--- src/rtl/wb_read_accumulator.sv ---
// Wishbone classic read master: reads count_i consecutive words from base_adr_i and sums them.
// Optional per-beat ack timeout is enabled by defining WB_ACC_TIMEOUT_EN.
module wb_read_accumulator #(
    parameter int ADDR_WIDTH     = 3,
    parameter int DATA_WIDTH     = 32,
    parameter int GRANULE        = 8,
    parameter int COUNT_WIDTH    = 4,
    parameter int SUM_WIDTH      = 40,
    parameter int TIMEOUT_CYCLES = 16
) (
    input  logic                              clk_i,
    input  logic                              rst_i,
    input  logic                              start_i,
    input  logic [ADDR_WIDTH-1:0]             base_adr_i,
    input  logic [COUNT_WIDTH-1:0]            count_i,
    output logic                              busy_o,
    output logic                              done_o,
    output logic [SUM_WIDTH-1:0]              sum_o,
    output logic                              ovf_o,
    output logic                              err_o,
    output logic [ADDR_WIDTH-1:0]             adr_o,
    output logic [DATA_WIDTH-1:0]             dat_o,
    output logic [(DATA_WIDTH/GRANULE)-1:0]   sel_o,
    output logic                              we_o,
    output logic                              cyc_o,
    output logic                              stb_o,
    input  logic [DATA_WIDTH-1:0]             dat_i,
    input  logic                              ack_i,
    input  logic                              err_i
);

    localparam int SEL_WIDTH = DATA_WIDTH / GRANULE;
    localparam logic [ADDR_WIDTH-1:0]  ADR_ONE = ADDR_WIDTH'(1);
    localparam logic [COUNT_WIDTH-1:0] CNT_ONE = COUNT_WIDTH'(1);

    if (SUM_WIDTH < DATA_WIDTH) begin : g_bad_sum_width
        $error("wb_read_accumulator: SUM_WIDTH must be >= DATA_WIDTH");
    end
    if (TIMEOUT_CYCLES < 1) begin : g_bad_timeout
        $error("wb_read_accumulator: TIMEOUT_CYCLES must be >= 1");
    end

    typedef enum logic [1:0] {
        ST_IDLE = 2'd0,
        ST_BUS  = 2'd1,
        ST_DONE = 2'd2
    } state_t;

    state_t                  state_r;
    state_t                  state_s;
    logic                    accept_s;
    logic                    beat_s;
    logic                    abort_s;
    logic                    tmo_s;
    logic [SUM_WIDTH:0]      sum_add_s;

    logic                    busy_r;
    logic                    done_r;
    logic                    cyc_r;
    logic [SEL_WIDTH-1:0]    sel_r;
    logic [ADDR_WIDTH-1:0]   adr_r;
    logic [COUNT_WIDTH-1:0]  remain_r;
    logic [SUM_WIDTH-1:0]    sum_r;
    logic                    ovf_r;
    logic                    err_r;

    // Extra top bit catches the carry out of the accumulator.
    assign sum_add_s = {1'b0, sum_r} + (SUM_WIDTH + 1)'(dat_i);

`ifdef WB_ACC_TIMEOUT_EN
    localparam int TMO_WIDTH = $clog2(TIMEOUT_CYCLES + 1);
    localparam logic [TMO_WIDTH-1:0] TMO_LAST = TMO_WIDTH'(TIMEOUT_CYCLES - 1);
    localparam logic [TMO_WIDTH-1:0] TMO_ONE  = TMO_WIDTH'(1);

    logic [TMO_WIDTH-1:0] tmo_cnt_r;

    // Stall counter: counts BUS cycles since the last termination, cleared outside BUS.
    always_ff @(posedge clk_i) begin
        if (rst_i) begin
            tmo_cnt_r <= '0;
        end else if ((state_r != ST_BUS) || ack_i || err_i) begin
            tmo_cnt_r <= '0;
        end else begin
            tmo_cnt_r <= tmo_cnt_r + TMO_ONE;
        end
    end

    assign tmo_s = (state_r == ST_BUS) && !ack_i && !err_i && (tmo_cnt_r == TMO_LAST);
`else
    assign tmo_s = 1'b0;
`endif

    // Next-state logic and per-cycle datapath strobes.
    always_comb begin
        state_s  = state_r;
        accept_s = 1'b0;
        beat_s   = 1'b0;
        abort_s  = 1'b0;
        case (state_r)
            ST_IDLE: begin
                if (start_i) begin
                    accept_s = 1'b1;
                    state_s  = (count_i == '0) ? ST_DONE : ST_BUS;
                end else begin
                    state_s  = ST_IDLE;
                end
            end
            ST_BUS: begin
                // Error termination wins over a simultaneous ack and discards that beat.
                if (err_i || tmo_s) begin
                    abort_s = 1'b1;
                    state_s = ST_DONE;
                end else if (ack_i) begin
                    beat_s  = 1'b1;
                    state_s = (remain_r == CNT_ONE) ? ST_DONE : ST_BUS;
                end else begin
                    state_s = ST_BUS;
                end
            end
            ST_DONE: begin
                state_s = ST_IDLE;
            end
            default: begin
                state_s = ST_IDLE;
            end
        endcase
    end

    // State register and bus/status outputs, all derived from the next state.
    always_ff @(posedge clk_i) begin
        if (rst_i) begin
            state_r <= ST_IDLE;
            busy_r  <= 1'b0;
            done_r  <= 1'b0;
            cyc_r   <= 1'b0;
            sel_r   <= '0;
        end else begin
            state_r <= state_s;
            busy_r  <= (state_s == ST_BUS);
            done_r  <= (state_s == ST_DONE);
            cyc_r   <= (state_s == ST_BUS);
            sel_r   <= (state_s == ST_BUS) ? '1 : '0;
        end
    end

    // Run datapath: address, beats remaining, sum and sticky status.
    always_ff @(posedge clk_i) begin
        if (rst_i) begin
            adr_r    <= '0;
            remain_r <= '0;
            sum_r    <= '0;
            ovf_r    <= 1'b0;
            err_r    <= 1'b0;
        end else if (accept_s) begin
            adr_r    <= base_adr_i;
            remain_r <= count_i;
            sum_r    <= '0;
            ovf_r    <= 1'b0;
            err_r    <= 1'b0;
        end else if (beat_s) begin
            adr_r    <= adr_r + ADR_ONE;
            remain_r <= remain_r - CNT_ONE;
            sum_r    <= sum_add_s[SUM_WIDTH-1:0];
            ovf_r    <= ovf_r | sum_add_s[SUM_WIDTH];
        end else if (abort_s) begin
            err_r    <= 1'b1;
        end
    end

    assign busy_o = busy_r;
    assign done_o = done_r;
    assign sum_o  = sum_r;
    assign ovf_o  = ovf_r;
    assign err_o  = err_r;
    assign adr_o  = adr_r;
    assign dat_o  = '0;
    assign sel_o  = sel_r;
    assign we_o   = 1'b0;
    assign cyc_o  = cyc_r;
    assign stb_o  = cyc_r;

endmodule
--- config.mk ---
export PLATFORM = sky130hd
export DESIGN_NAME = wb_read_accumulator
export DESIGN_NICKNAME = d
export VERILOG_FILES = /design/src/rtl/wb_read_accumulator.sv
export SDC_FILE = /design/constraint.sdc
export NUM_CORES = 1
export LEC_CHECK = 0
export ABC_AREA = 1
export BUFFER_PORTS_ARGS = -buffer_cell sky130_fd_sc_hd__buf_2
export CAP_MARGIN = 20
export CORE_UTILIZATION = 30
export CTS_CLUSTER_SIZE = 16
export DETAILED_ROUTE_END_ITERATION = 8
export SLEW_MARGIN = 20
export SYNTH_ARGS = -nofsm -noshare
export SYNTH_HDL_FRONTEND = slang
export SYNTH_SLANG_ARGS = --single-unit
export TNS_END_PERCENT = 100
--- constraint.sdc ---
create_clock -name clk_i -period 2 [get_ports clk_i]
set_input_delay 0.4 -clock clk_i [delete_from_list [all_inputs] [get_ports clk_i]]
set_output_delay 0.4 -clock clk_i [all_outputs]
set_load 0.005 [all_outputs]
## Word level (Yosys, flattened, before mapping)

Cells that the tools add are included.

- Flip-flop bits (word level): 57
- Output and inout port bits: 86

- Reduce and logical (&&, ||, !) cells: 5
- $add $sub $neg: 3
- Mux-type cells: 18
- Eq/ne operators: 4
- Bitwise operators: 2

Operators by type and width:

| operator | count |
|---|---|
| 40-bit by 32-bit adder with 41-bit output | 1 |
| 4-bit 2-to-1 mux | 3 |
| 2-bit 2-to-1 mux | 5 |
| 1-bit 2-to-1 mux | 7 |
| 3-bit 2-to-1 mux | 2 |
| 2-bit by 1-bit equality test with 1-bit output (second input constant) | 2 |
| 4-bit by 1-bit equality test with 1-bit output (second input constant) | 1 |
| 4-bit zero test | 1 |
| 2-bit one-hot mux with 2 select lines | 1 |
| 4-bit by 1-bit subtractor with 4-bit output (second input constant) | 1 |
| 3-bit by 1-bit adder with 3-bit output (second input constant) | 1 |
| 2-bit equality test (second input constant) | 1 |
| 2-bit zero test | 1 |
| 2-bit AND reduction | 1 |
| 2-bit nonzero test | 1 |
| 2-bit OR reduction | 1 |
| 1-bit NOT | 1 |
| 1-bit OR | 1 |

## Longest topological paths before layout

Gate-level depths: netlist (run 1).

- Depth after elaboration: 7
- Mapped depth: 15

## Worst setup path before layout (run 1)

Ideal clock, no wire load.

- Path type: input to register
- Start point: input port dat_i[0]
- End point: register sum_r[16] (netlist: sum_o[16])
- Setup slack: 0.041 ns
- Data arrival time: 1.843 ns
- Stages on the path: 11
- Cell sequence: ha_1 > fa_1 > nand3_1 > nand3_1 > nand2_1 > nand3_2 > nand2_1 > nand2_2 > xor2_1 > o21ai_0 > inv_1

- Word-level cells in the longest chain between the ends: 1

Ends and longest elaborated chain:

| element | RTL line | source |
|---|---|---|
| from (decl) | 27 | `input logic [DATA_WIDTH-1:0] dat_i,` |
| 40-bit by 32-bit adder with 41-bit output | 68 | `assign sum_add_s = {1'b0, sum_r} + (SUM_WIDTH + 1)'(dat_i);` |
| to (signal assigned) | 163 | `sum_r <= sum_add_s[SUM_WIDTH-1:0];` |
| to (decl) | 63 | `logic [SUM_WIDTH-1:0] sum_r;` |

Every way passes these cells.
A chain may end at the register's enable or synchronous reset.

## Worst setup path after layout (run 1)

- Start point: register sum_r[28] (netlist: sum_o[28])
- End point: register sum_r[29] (netlist: sum_o[29])

- Word-level cells in the longest chain between the ends: 1

Ends and longest elaborated chain:

| element | RTL line |
|---|---|
| 40-bit by 32-bit adder with 41-bit output | 68 |

Every way passes these cells.

==> key figures, run 1 <==
Outcome
  • Status: completed

Final layout
  • Design Area, Final: 6890 sq um
  • # diodes: 0
  • Share of layout cells above drive strength 1: roughly 28%
  • Most frequent cells in the layout: 250 x nand2_1, 154 x inv_1, 113 x nor2_1, 96 x buf_2, 71 x buf_4
  • Final std cells w/o fill: between 1000 and 1500
  • Commonest non-fill, non-tap cell in the layout: nand2_1
  • Area grow syn2layout: 31.0%
  • Final nets: roughly 1100

Routing
  • Drt total wl: around 17000 um
  • DRC: 0
  • DR vias: between 5000 and 6000
  • Pre-antenna DRT Iters: 5
  • DR WL/cell: ~13 um
  • Drt via density: 4.54
  • Routed Antenna Nets: 0
  • Drt first-iter violations: 373

Global routing
  • Total track usage: a little under a fifth
  • GR Util met2: a little under a third
  • GRT overflow: 0
  • GR Layer Usage met1: 25.4%
  • GR Util met3: 2.87%
  • Vias in the first global route: approximately 5400
  • GRT busiest layer: met2
  • First-pass GRT wire length: 26600 um
  • Antenna violations before repair: 0
  • Largest net degree at the start of global routing: 29

Setup path
  • Worst Setup End Kind: register
  • CP Launch Type: register
  • Worst Path Required: ~2.2 ns
  • Crit path max fanout: 4
  • Setup CP Type: reg -> reg
  • R2r setup slk: 0.08 ns
  • Arr. time, crit path: about 2.2 ns

STA
  • Setup_tns: 0 ns
  • # setup viols final: 0
  • Slew Limit Fails: 0
  • Min Tclk post-route: 1.92 ns
  • Fin crit share: approximately 96%
  • Worst setup margin: 0.0762 ns
  • Fin. Hold Viols: 0
  • RSZ-0062 raised after global routing: true
  • Fmax: between 500 and 600 MHz
  • Fin Clk Skew: 0.00962 ns

Placed design
  • Pre-CTS WS: -0.164 ns
  • Dpl cell area: about 6400 sq um
  • Port bufs: 96
  • Placer Congestion: 0.930
  • Placed Instances: 1279
  • Hpwl dp: ~14000 um

Logic synthesis
  • Mapped Avg Cell Area: 5.80 sq um
  • Cells after Synth: 907
  • Sequential area share after synthesis: between 20% and 30%
  • Area share of the largest cell type after synthesis: just over 20%
  • Synth warn: 0
  • Yosys reg bits: 53
  • Mapped Area: roughly 5300 sq um
  • Cell variety after synth: 35
  • Cell taking the most area after synthesis: dfxtp_1
  • Synth top area cells: dfxtp_1 20%, nand2_1 19%, inv_1 11%

Clock tree
  • Clk Latency, worst-skew pair: between 0.3 and 0.4 ns
  • H-tree levels: 2
  • CTS buffer count: 5
  • CTS tree: built
  • CTS Sinks: 53
  • Root Driver: clkbuf_16
  • Longest Clk Path Bufs: 2
  • Clock transition at path regs: ~0.08 ns

Power and ir drop
  • Leak: slightly below 4 nW
  • VDD IR max: approximately 0.00031 V
  • PwrDens: just over 400 nW/um^2

Die
  • Core area: 17200 sq um
  • # rows: 48
  • Chip height: between 100 and 150 um
  • Overall die area: approximately 18000 sq um
  • Die Width: roughly 130 um
  • Num ports: 130
  • Initial core utilization: between 30% and 40%

Worst hold path
  • Hold Path Class: in -> reg

Run
  • Max-cap violations: 0
## worst paths after layout
check	startpoint	endpoint	depth (start not counted)
setup / recovery	sum_o[28]	sum_o[29]	10
hold / removal	base_adr_i[2]	adr_o[2]	2
setup reg to reg	sum_o[28]	sum_o[29]	10
hold reg to reg	err_o	err_o	2
## routing by layer
metal	up-vias	wire length [um]
li1	3028	-
met1	2602	7590
met2	191	7560
met3	24	1150
met4	0	374
met5	-	0
## cells in the mapped netlist
cell      count
nand2_1     261
inv_1       154
nor2_1      119
dfxtp_1      53
a21oi_1      51
nand3_1      49
buf_4        40
ha_1         35
o21ai_0      25
nand2_2      16
xor2_1       14
nor3_1       12
buf_2        11
nand3_2      11
nor2_2       10
o21ai_1       6
inv_2         5
xnor2_1       5
o21bai_1      4
a31oi_1       3
clkbuf_1      3
nand4_1       3
a21oi_2       2
nor2_4        2
o211ai_1      2
or2_2         2
a211oi_1      1
a21o_1        1
and2_1        1
conb_1        1
fa_1          1
nand3b_1      1
nor3_2        1
nor4_1        1
o211a_1       1
## report_power, final
| group | switching (W) | leakage (nW) | internal [W] | total (W) |
|---|---|---|---|---|
| sequential | 0.0000303 | 0.435 | 0.00109 | 0.00112 |
| clock | 0.000479 | 0.0621 | 0.000467 | 0.000945 |
| combinational | 0.000426 | 3.42 | 0.000318 | 0.000744 |
## worst max-delay path: stages, from the launching register on
cell     delay (ns)
dfxtp_1        0.35
ha_1           0.36
nand2_1        0.16
nor2_1         0.24
nand3_1        0.19
nor2_1         0.13
nand2_1        0.13
nand3_1        0.11
nand3_1        0.08
nand2_1        0.06
inv_1          0.03
## final cells by class
class | instances | area [sq um]
fillers | 1907 | 10300
multi-input cells | 673 | 3710
flip-flops and latches | 53 | 1070
repair buffers | 170 | 1070
inverters | 159 | 597
well taps | 225 | 282
clock buffers | 5 | 125
clock inverters | 3 | 22.5
## repair_timing
item,CTS,global route
pin swaps,1,9
buffers inserted,0,1
gates cloned,0,0
gates resized for setup,2,78
setup endpoints to repair,2,27
hold buffers,0,0
## registers in the layout (all words and copies together) (netlist names)
register / count
adr_o: 3
done_o: 1
err_o: 1
ovf_o: 1
remain_r: 4
sel_o: 1
state_r: 2
sum_o: 40
## cells by family after synthesis
| family | share of synthesized area [%] |
|---|---|
| compound gates | 9.83 |
| xor+xnor | 3.17 |
| fa+ha+maj | 8.71 |
| buf+inv | 18.3 |
| flops | 20.2 |
| other cells | 0.0713 |
| simple gates | 39.7 |
## per-stage QoR
stage,total power (W),util [%],hold slack (ns)
floorplan,0.00159,-,0.447
global placement,0.00182,37.0,0.434
detailed placement,0.00183,37.0,0.439
CTS,0.00278,37.9,0.320
global route,0.00296,40.1,0.338
finish,0.00281,40.1,0.332
(Power assumes the default switching activity.)
==> run 2, diff against run 1 <==
Clock period 2 ns to 2.31 ns, I/O delays scaled along.
==> run 2 against run 1 <==
Effect of this change:
- flip-flop and latch count is the same
- final cell count down 3.7%
- combinational power down 28%
- critical path type unchanged
- cell area down 11%
- global-route usage fell by 0.54 points
- largest power group unchanged
- core utilization shrank 4.3 points
- critical endpoint is now sum_o[34]
- fmax shrank 6.3%
- clock skew decreased by 0.0027 ns
- hold slack improved by 0.051 ns
==> key figures, run 2 (synthesis gave the netlist of run 1 again) <==
Global routing
  • Antenna violations before repair: 0
  • First-pass GRT wire length: between 20000 and 30000 um
  • GRT overflow: 0
  • Largest net degree at the start of global routing: 29
  • Total track usage: between 10% and 20%
  • Vias in the first global route: 5210

Die
  • Initial core utilization: around 31%
  • Overall die area: 18100 sq um
  • Die Width: around 130 um
  • Num ports: between 100 and 150
  • Core area: between 15000 and 20000 sq um
  • Chip height: roughly 130 um
  • # rows: 48

Placed design
  • Dpl cell area: about 6000 sq um
  • Pre-CTS WS: between 0.04 and 0.05 ns
  • Placer Congestion: around 0.92
  • Port bufs: 96
  • Hpwl dp: 13100 um

Routing
  • Drt first-iter violations: between 300 and 400
  • Routed Antenna Nets: 0
  • Drt total wl: about 16000 um
  • Drt via density: ~4.5
  • DR WL/cell: ~13 um
  • Pre-antenna DRT Iters: 5
  • DR vias: between 5000 and 6000
  • DRC: 0

STA
  • Min Tclk post-route: a little over 2 ns
  • # setup viols final: 0
  • Worst setup margin: roughly 0.26 ns
  • Fin Clk Skew: 0.00688 ns
  • RSZ-0062 raised after global routing: false
  • Slew Limit Fails: 0
  • Fmax: just under 500 MHz
  • Fin crit share: 88.9%
  • Setup_tns: 0 ns
  • Fin. Hold Viols: 0

Clock tree
  • Cts hold-fix bufs: 0
  • CTS resizes: 0
  • Longest Clk Path Bufs: 2
  • Clk Latency, worst-skew pair: around 0.32 ns
  • CTS tree: built
  • CTS buffer count: 5
  • CTS Sinks: 53
  • H-tree levels: 2
  • Post-CTS Setup Inserts: 0
  • Root Driver: clkbuf_16
  • Clock transition at path regs: around 0.08 ns

Setup path
  • Slowest CP cell: fa_1
  • Worst Setup End Kind: register
  • Crit-path cells: ha_1 > fa_1 > buf_4 > nand3_1 > nand3_2 > nand2_1 > nand2_2 > nand2_1 > nand2_1 > a21oi_1 > nor2_1
  • Max incr delay on CP: 0.40 ns
  • Crit path max fanout: 3
  • Crit path top cell by count: nand2_1
  • Setup CP Type: reg -> reg
  • Arr. time, crit path: between 2 and 2.5 ns
  • CP Launch Type: register
  • Worst Path Required: 2.52 ns

Final layout
  • Final nets: approximately 1100
  • Share of layout cells above drive strength 1: between 10% and 20%
  • Design Area, Final: 6150 sq um
  • Most frequent cells in the layout: 261 x nand2_1, 154 x inv_1, 119 x nor2_1, 96 x buf_2, 53 x dfxtp_1
  • Number of flip-flops under the largest register name: 40
  • Area grow syn2layout: 16.9%
  • Commonest non-fill, non-tap cell in the layout: nand2_1
  • # diodes: 0

Outcome
  • Status: completed

Run
  • Max-cap violations: 0

Power and ir drop
  • VDD IR max: around 0.00027 V
  • Leak: around 3.7 nW
  • PwrDens: between 300 and 400 nW/um^2

Worst hold path
  • Hold Path Class: in -> reg
run 2: cell types whose count changed in the layout (fill, tap and decap cells not counted), moves of 11 or more:
| cell | delta |
|---|---|
| buf_4 | -47 |
| ha_1 | +20 |
| ha_4 | -14 |
| dfxtp_1 | +11 |
| dfxtp_2 | -11 |
| nand2_1 | +11 |
| nand2_2 | -11 |
run 2: area by class of cell:
class	instances	area, sq um
timing repair buffer	122	701
tap	225	282
sequential	53	1060
inverter	159	597
clock buffer	6	139
clock inverter	2	16.3
fill	1939	11000
multi-input combinational	673	3350
run 2: worst paths after layout:
path / startpoint / end / slack (ns) / depth (start not counted)
max: sum_o[0] / sum_o[34] / 0.26 / 11
min: base_adr_i[2] / adr_o[2] / 0.38 / 2
max reg2reg: sum_o[0] / sum_o[34] / 0.26 / 11
min reg2reg: err_o / err_o / 0.45 / 2
run 2: worst max-delay path: cells and delay by family, from the launching register on:
family | cells | cell delay (ns)
flops | 1 | 0.33
simple gates | 7 | 0.65
compound gates | 1 | 0.16
buf+inv | 1 | 0.16
fa+ha+maj | 2 | 0.65
run 2: power by group:
part	leakage (nW)	switching [W]	internal [W]	total [W]
logic	3.16	0.000335	0.000203	0.000537
registers	0.430	0.0000234	0.000941	0.000965
clock network	0.0735	0.000412	0.000438	0.000850
total	3.66	0.000770	0.00158	0.00235
run 2: through the flow:
step / total power, W / hold slack, ns / instances / util (%)
final: 0.00235 / 0.383 / 1240 / 35.8
after global placement: 0.00152 / 0.434 / 1232 / 34.9
after CTS: 0.00239 / 0.373 / 1240 / 35.8
after detailed placement: 0.00152 / 0.438 / 1232 / 34.9
after global routing: 0.00248 / 0.386 / 1240 / 35.8
after floorplan: 0.00138 / 0.447 / 939 / -
run 2: metal layers:
metal | vias to the layer above | GRT usage (%) | wire length [um]
met5 | - | 0 | 0
met4 | 0 | 7.74 | 469
met3 | 29 | 4.16 | 1080
met2 | 175 | 29.4 | 6800
met1 | 2470 | 23.5 | 7560
li1 | 2929 | - | -
==> run 3, diff against run 2 <==
Settings changed: ABC_AREA 1 to 0.
==> run 3 against run 2 <==
Effect of this change:
- the run now ends with negative setup slack left
- first-iteration DRC count shrank 35%
- non-clock buffer count increased by 103
- power is 0.11% higher
- count of clock-buffer cells in the layout down 1
- flip-flop and latch count stayed put
- register-to-register slack worse by 0.29 ns
==> key figures, run 3 <==
Die
  • Die Width: approximately 120 um
  • Chip height: 122 um
  • Num ports: 130
  • # rows: 43
  • Core area: roughly 14000 sq um
  • Overall die area: 14900 sq um
  • Initial core utilization: between 30% and 40%

STA
  • Fmax: 427 MHz
  • Fin. Hold Viols: 0
  • Fin crit share: 101%
  • Min Tclk post-route: approximately 2.3 ns
  • Slew Limit Fails: 0
  • Fin Clk Skew: 0.00791 ns
  • Worst setup margin: -0.0309 ns
  • RSZ-0062 raised after global routing: true
  • # setup viols final: 4

Setup path
  • CP Launch Type: register
  • Worst Path Required: between 2 and 3 ns
  • Setup CP Type: reg -> reg
  • Crit path max fanout: 5
  • Arr. time, crit path: between 2 and 3 ns
  • Worst Setup End Kind: register

Logic synthesis
  • Cells after Synth: 570
  • Sequential area share after synthesis: roughly a quarter
  • Dominant synthesized flop cell: dfxtp_1
  • Post-synth EDFFs: 0
  • Yosys reg bits: 53
  • Mapped Avg Cell Area: 7.61 sq um
  • Synth top area cells: dfxtp_1 24%, ha_1 10%, nand2_1 7.2%
  • Area share of the largest cell type after synthesis: 24.5%
  • Post-synth top cells: 83 x nand2_1, 61 x a21oi_1, 53 x dfxtp_1
  • Cell variety after synth: between 60 and 70
  • Top-count cell post-synth: nand2_1
  • FFs w/ async S/R, synth: 0%
  • Cell taking the most area after synthesis: dfxtp_1
  • Mapped Area: roughly 4300 sq um
  • Synth warn: 0

Worst hold path
  • Hold Path Class: in -> reg

Routing
  • DRC: 0
  • Routed Antenna Nets: 0
  • Pre-antenna DRT Iters: 4
  • DR WL/cell: ~14 um
  • Drt via density: ~4.9
  • DR vias: between 4000 and 5000
  • Drt total wl: ~13000 um
  • Drt first-iter violations: ~220

Power and ir drop
  • PwrDens: about 360 nW/um^2
  • Share of total power in the clock network: between 30% and 40%
  • NetSw: between 0.0007 and 0.0008 W
  • VDD IR max: 0.000274 V
  • Sequential Power Share: between 40% and 50%
  • Sw Ratio: between 30 and 40%
  • Combinational power share: roughly a quarter
  • Leak: ~3.0 nW
  • Total Power: roughly 0.0024 W
  • Pint: 0.00163 W

Run
  • Max-cap violations: 0

Outcome
  • Status: finished with violations
  • Violated checks: negative setup slack

Global routing
  • Vias in the first global route: 4264
  • Largest net degree at the start of global routing: between 40 and 50
  • Total track usage: between 15 and 20%
  • First-pass GRT wire length: between 20000 and 25000 um
  • Antenna violations before repair: 0
  • GRT overflow: 0

Final layout
  • Final nets: around 850
  • Fillcell total: approximately 1400
  • Most frequent cells in the layout: 124 x buf_4, 96 x buf_2, 81 x nand2_1, 50 x a21oi_1, 38 x dfxtp_1
  • Number of flip-flops under the largest register name: 40
  • Register area: approximately 1100 sq um
  • Commonest non-fill, non-tap cell in the layout: buf_4
  • Design Area, Final: ~6500 sq um
  • Share of layout cells above drive strength 1: between 40 and 50%
  • Area grow syn2layout: 49.9%
  • # diodes: 0
  • Multi-input gate area: about 3500 sq um

Clock tree
  • Clock transition at path regs: around 0.070 ns
  • Root Driver: clkbuf_16
  • CTS buffer count: 5
  • Longest Clk Path Bufs: 2
  • CTS Sinks: 53
  • CTS tree: built
  • Clk Latency, worst-skew pair: 0.31 ns
  • H-tree levels: 2

Placed design
  • Placer Congestion: approximately 0.86
  • Dpl cell area: approximately 5800 sq um
  • Hpwl dp: ~9700 um
  • Port bufs: between 90 and 100
## run 3: cell count changes after synthesis, moves of 10 or more
| cell | delta |
|---|---|
| nand2_1 | -178 |
| inv_1 | -145 |
| nor2_1 | -82 |
| nand3_1 | -35 |
| a21o_1 | +20 |
| nand2_2 | -16 |
| xnor2_1 | +13 |
| clkbuf_1 | +12 |
| a21oi_1 | +10 |
| nand3_2 | -10 |
| nor2_2 | -10 |
## run 3: worst paths after layout
path	startpoint	slack [ns]	to	cells after the start
setup / recovery	sum_o[0]	-0.03	ovf_o	10
hold / removal	base_adr_i[0]	0.41	adr_o[0]	3
setup reg to reg	sum_o[0]	-0.03	ovf_o	10
hold reg to reg	err_o	0.47	err_o	2
## run 3: timing repair
action / in CTS / in global routing
gates resized for setup: 53 / 51
pin swaps: 39 / 23
setup buffers: 9 / 4
endpoints found under the setup margin: 25 / 24
hold buffers: 0 / 0
## run 3: final cells by class
class	instances	share of cell area [%]
Sequential cell	53	16.6
Inverter	9	0.520
Tap cell	180	3.46
Clock inverter	3	0.346
Timing Repair Buffer	225	22.8
Clock buffer	5	1.92
Multi-Input combinational cell	472	54.3
## run 3: critical path, cell delays in order, from the launching register on
cell and delay (ns):
dfxtp_2 0.33, ha_4 0.16, fa_2 0.36, a211oi_4 0.29, nor3_4 0.09, o2111ai_4 0.23
o211ai_4 0.15, nor4b_4 0.17, nor3_4 0.24, o21ba_2 0.17, nor2_1 0.03
## run 3: kinds of logic (layout without fill, tap and decap cells)
group | count (synthesis) | in the layout | share of synthesized area (%)
adders and majority gates | 36 | 36 | 10.6
xor gates and xnor gates | 28 | 28 | 5.65
buffers and inverters | 77 | 242 | 10.5
DFF | 53 | 53 | 24.5
muxes | 3 | 3 | 0.721
AOI/OAI and AO/OA | 174 | 174 | 25.6
other | 1 | 33 | 0.0864
and+or+nand+nor | 198 | 198 | 22.4
## run 3: power groups by stage
stage	combinational (W)	clock (W)	sequential (W)
2_1_floorplan	0.000345	0	0.000979
3_3_place_gp	0.000519	0	0.000977
3_5_place_dp	0.000518	0	0.000978
4_1_cts	0.000560	0.000830	0.000958
5_1_grt	0.000656	0.000865	0.000962
6_report	0.000596	0.000801	0.000957
## run 3: per-stage QoR
step	setup WS, ns	setup TNS, ns	utilization, %	hold slack [ns]	instances
floorplan	-0.0727	-0.579	-	0.460	602
global placement	-0.406	-8.74	41.2	0.452	928
detailed placement	-0.462	-9.51	41.2	0.460	928
CTS	-0.0432	-0.123	44.7	0.401	943
global route	-0.132	-1.38	46.5	0.422	947
finish	-0.0309	-0.0912	46.5	0.414	947
## run 3: layer usage
| layer | up-vias | track usage, % | wire length [um] |
|---|---|---|---|
| met3 | 9 | 2.70 | 411 |
| li1 | 2360 | - | - |
| met4 | 0 | 4.12 | 134 |
| met1 | 2150 | 22.6 | 6300 |
| met2 | 78 | 30.7 | 6530 |
| met5 | - | 0 | 0 |
